$ cat src/rtl/rf_write_arbiter.sv
// Register-file write-port arbiter for the ALU and load writeback paths, plus a pending-write scoreboard.
// Define RF_ARB_ROUND_ROBIN_EN for round-robin ties; the default build gives requester 1 fixed priority.
module rf_write_arbiter #(
  parameter int XLEN = 32,
  parameter int NREG = 32
) (
  input  logic            clk,
  input  logic            reset,
  input  logic            req0_valid,
  input  logic [4:0]      req0_rd,
  input  logic [XLEN-1:0] req0_data,
  output logic            req0_ready,
  input  logic            req1_valid,
  input  logic [4:0]      req1_rd,
  input  logic [XLEN-1:0] req1_data,
  output logic            req1_ready,
  input  logic            reserve_valid,
  input  logic [4:0]      reserve_rd,
  input  logic [4:0]      chk_rs1,
  input  logic [4:0]      chk_rs2,
  output logic            hazard,
  output logic [4:0]      rf_rd,
  output logic [XLEN-1:0] rf_rd_din,
  output logic            rf_write_enable,
  output logic [NREG-1:0] pending
);

  logic            grant0;
  logic            grant1;
  logic            accept0;
  logic            accept1;
  logic            accept;
  logic [4:0]      win_rd;
  logic [XLEN-1:0] win_data;
  logic [NREG-1:0] one_hot;
  logic [NREG-1:0] set_vec;
  logic [NREG-1:0] clear_vec;

`ifdef RF_ARB_ROUND_ROBIN_EN
  typedef enum logic [1:0] {IDLE, GRANTED0, GRANTED1} state_t;

  state_t state;
  logic   last_q;
  logic   last;

  // The state names who won last cycle; after an idle cycle the stored pointer is used instead.
  always_comb begin
    last = last_q;
    case (state)
      GRANTED0: last = 1'b0;
      GRANTED1: last = 1'b1;
      default:  last = last_q;
    endcase
  end

  always_ff @(posedge clk or posedge reset) begin
    if (reset) begin
      state  <= IDLE;
      last_q <= 1'b1;
    end else if (accept) begin
      state  <= accept1 ? GRANTED1 : GRANTED0;
      last_q <= accept1;
    end else begin
      state  <= IDLE;
    end
  end
`endif

  always_comb begin
    grant0 = 1'b0;
    grant1 = 1'b0;
    if (!reset) begin
      if (req0_valid && req1_valid) begin
`ifdef RF_ARB_ROUND_ROBIN_EN
        grant0 = last;
        grant1 = !last;
`else
        grant1 = 1'b1;
`endif
      end else begin
        grant0 = req0_valid;
        grant1 = req1_valid;
      end
    end
  end

  assign req0_ready = grant0;
  assign req1_ready = grant1;
  assign accept0    = req0_valid && grant0;
  assign accept1    = req1_valid && grant1;
  assign accept     = accept0 || accept1;
  assign win_rd     = accept1 ? req1_rd : req0_rd;
  assign win_data   = accept1 ? req1_data : req0_data;

  // x0 never enters the scoreboard, so neither vector can touch bit 0.
  assign one_hot   = {{(NREG-1){1'b0}}, 1'b1};
  assign set_vec   = (reserve_valid && reserve_rd != 5'd0) ? (one_hot << reserve_rd) : '0;
  assign clear_vec = (accept && win_rd != 5'd0) ? (one_hot << win_rd) : '0;

  assign hazard = !reset &&
                  ((chk_rs1 != 5'd0 && pending[chk_rs1]) ||
                   (chk_rs2 != 5'd0 && pending[chk_rs2]));

  // Set is applied after clear so a fresh reservation survives a same-edge writeback.
  always_ff @(posedge clk or posedge reset) begin
    if (reset) begin
      rf_write_enable <= 1'b0;
      rf_rd           <= 5'd0;
      rf_rd_din       <= '0;
      pending         <= '0;
    end else begin
      rf_write_enable <= accept && (win_rd != 5'd0);
      if (accept) begin
        rf_rd     <= win_rd;
        rf_rd_din <= win_data;
      end
      pending <= (pending & ~clear_vec) | set_vec;
    end
  end

endmodule

$ cat config.mk
export PLATFORM = sky130hd
export DESIGN_NAME = rf_write_arbiter
export DESIGN_NICKNAME = d
export VERILOG_FILES = /design/src/rtl/rf_write_arbiter.sv
export SDC_FILE = /design/constraint.sdc
export NUM_CORES = 1
export LEC_CHECK = 0
export CAP_MARGIN = 20
export CORE_UTILIZATION = 39
export DETAILED_ROUTE_END_ITERATION = 16
export PLACE_DENSITY = 0.77
export SYNTH_ARGS = -nofsm -noshare
export SYNTH_HDL_FRONTEND = slang
export SYNTH_SLANG_ARGS = --single-unit
$ cat constraint.sdc
create_clock -name clk -period 3 [get_ports clk]
set_clock_uncertainty 0.15 [all_clocks]
set_input_delay 0.6 -clock clk [delete_from_list [all_inputs] [get_ports clk]]
set_output_delay 0.6 -clock clk [all_outputs]
set_load 0.01 [all_outputs]
==> impl_metrics.csv <==
group,metric,value,unit
status,status,"finished, final reports clean",
yosys,ys_seq_area_share,44.6,%
sta,min_period,2.90,ns
critical_path,crit_type,"reg2out",
floorplan,fp.dieW,102,um
finish,nets,678,
finish,layout_common_cells,"clkdlybuf4s50_1 (159), dfrtp_1 (69), nand2_1 (58), o21ai_1 (45), mux2i_1 (41)",
route,drtPass1Iterations,4,
pwr,clockPowerShare,25.3,%
critical_path,path_max_fanout,2,
global_routing,grt_pass1_vias,3953,
clocking,cts_buffers,9,
yosys,synth_top_cell_area_share,44.6,%
pwr,pwr-share-comb,36.9,%
sta,grt_setup_unrepaired,"no",
pwr,p_sw,1.06,mW
clocking,ctsHtreeMaxLevel,3,
global_routing,antenna_found_initial,0,
yosys,ys.flop_type,"dfrtp_1",
route,via_count,3935,
critical_path,worstPathRequired,2.25,ns
critical_path,worstSetupEndpointType,"output port",
yosys,ys_seq_elements,70,
sta,drv_slew,0,
pwr,total_power,3.42,mW
route,wl,13200,um
floorplan,die_y,102,um
clocking,clk_path_buf_depth,2,
yosys,postSynthAreaPerCell,10.2,sq um
clocking,root_buffer,"clkbuf_8",
critical_path,arrival,2.15,ns
route,drt-initial-drc-count,183,
run,maxCapViolCount,0,
finish,antenna_cells,0,
clocking,clock_latency,0.35,ns
yosys,syn_inst,387,
finish,final_util,63.8,%
yosys,synthArstFlopShare,100,%
yosys,synth_area,0.00393,sq mm
placement,place_area,0.00601,sq mm
pwr,p_sw_share,31.0,%
pwr,p_per_area,548,mW/mm^2
yosys,synth_area_leaders,"dfrtp_1 (45%), mux2i_1 (11%), o21ai_1 (5.9%)",
critical_path,crit_chain,"mux4_2 -> mux2_2 -> nand3_2 -> a41oi_2 -> a211o_1 -> buf_2",
pwr,power_leakage,2.66,nW
clocking,clock_sinks,70,
pwr,p_int,2.36,mW
global_routing,grt_pass1_wl,20300,um
clocking,cts_tree,"yes",
critical_path,worst_setup_path_start_kind,"register",
placement,detailedPlace.worstSlack,-0.794,ns
floorplan,rows,36,
sta,relSlewSlack,55.6,%
critical_path,critPathMaxStageDelay,0.49,ns
placement,io_buffers,166,
placement,gp_congestion,0.954,
route,wire_per_inst,18.3,um
yosys,ys_types,52,
global_routing,grt_use_total,26.2,%
global_routing,grt_overflow,0,
yosys,syn_nets,481,
finish,postLayoutCellArea,0.00624,sq mm
finish,drive_above_1_share,16.1,%
pwr,irDropWorstVdd,0.000297,V
global_routing,grt_max_degree,51,
sta,setup_viol,0,
critical_path,slowest_stage,"mux4_2",
finish,area_growth_syn_to_layout,58.7,%
route,antenna_left,0,
placement,hpwl,10600,um
sta,max_freq,345,MHz
finish,final_common_cell,"clkdlybuf4s50_1",
clocking,postCtsHoldBufs,0,
floorplan,start_util,40.2,%
min_path,hold_class,"reg2reg",
sta,finalCritPeriodShare,96.7,%
floorplan,fp.dieArea,0.0105,sq mm
floorplan,ioPinCount,167,
route,post-route-drc-count,0,
pwr,seq_power_share,37.8,%
route,viasPerCell,5.45,
floorplan,core,0.00977,sq mm
sta,worst_slack,0.0994,ns
yosys,synth_edf_count,0,
yosys,synth_warnings,0,
sta,hold_viol,0,
clocking,path_clk_slew,0.08,ns
yosys,synth_top_area_cell,"dfrtp_1",
sta,tightest_slew,0.666,ns
-- power by group through the flow --
stage	sequential (mW)	combinational, mW	clock [mW]
finish	1.29	1.26	0.866
global route	1.31	1.34	0.909
CTS	1.29	1.26	0.875
detailed placement	1.31	1.25	0
global placement	1.30	1.22	0
floorplan	1.35	0.422	0
-- cells by family (layout without fill, tap and decap cells) --
logic type | Yosys count | in the layout | share of synthesized area, %
flops | 70 | 70 | 44.6
buf+inv | 31 | 233 | 3.76
mux | 60 | 60 | 19.3
simple gates | 122 | 122 | 15.5
compound gates | 104 | 104 | 16.9
-- sequential cells by signal (all words and copies together), names as in the netlist --
name             count
rf_write_enable      1
rf_rd                5
rf_rd_din           32
pending             32
-- final timing paths --
check | startpoint | to | slack, ns | depth (start not counted)
setup reg to reg | pending[7] | pending[7] | 1.95 | 3
min in group asynchronous | reset | pending[31] | 0.72 | 4
hold / removal | pending[0] | pending[0] | 0.25 | 0
max in group asynchronous | reset | pending[21] | 0.94 | 5
hold reg to reg | pending[0] | pending[0] | 0.25 | 0
setup / recovery | pending[23] | hazard | 0.1 | 6
-- area by class of cell --
type | count | area (sq um)
clock buffers | 11 | 141
clock inverters | 5 | 81.3
repair buffers | 211 | 2020
flip-flops and latches | 70 | 1750
well taps | 133 | 166
inverters | 6 | 26.3
fillers | 817 | 3540
multi-input cells | 286 | 2050
-- critical path: cells and delay by family, from the launching register on --
family / cells / cell delay [ns]
buffers and inverters: 1 / 0.14
and+or+nand+nor: 1 / 0.08
muxes: 2 / 0.77
DFF: 1 / 0.42
AOI/OAI and AO/OA: 2 / 0.40
-- routing by layer --
layer	wire (um)	track usage, %
met4	461	14.6
met3	1220	6.70
met5	0	0
met1	4940	29.1
met2	6600	45.6
-- metrics by stage --
step | TNS (ns) | instances | hold slack, ns
after floorplan | 0 | 387 | 0.358
after global placement | -0.751 | 704 | 0.252
after detailed placement | -0.794 | 704 | 0.244
after CTS | 0 | 721 | 0.261
after global routing | 0 | 722 | 0.268
final | 0 | 722 | 0.253
-- synth_stat cells (4+ instances only) --
master     instances
nand2b_1          11
nand2_1           58
nand3b_1           6
o21ai_1           46
nand3_1            7
o2bb2ai_1         14
o31ai_1            5
o22ai_1            4
inv_1              4
buf_2             10
nor2b_1            7
mux4_2             9
clkbuf_1          12
nor2_1            12
mux2i_1           42
o21ai_0           11
dfrtp_1           70
-- timing repair --
action | 4_1_cts | 5_1_grt
setup buffers | 1 | 1
gates resized for setup | 25 | 10
pin swaps | 1 | 0
endpoints found under the setup margin | 1 | 1
Note: power is estimated with default switching activity, not from simulation.
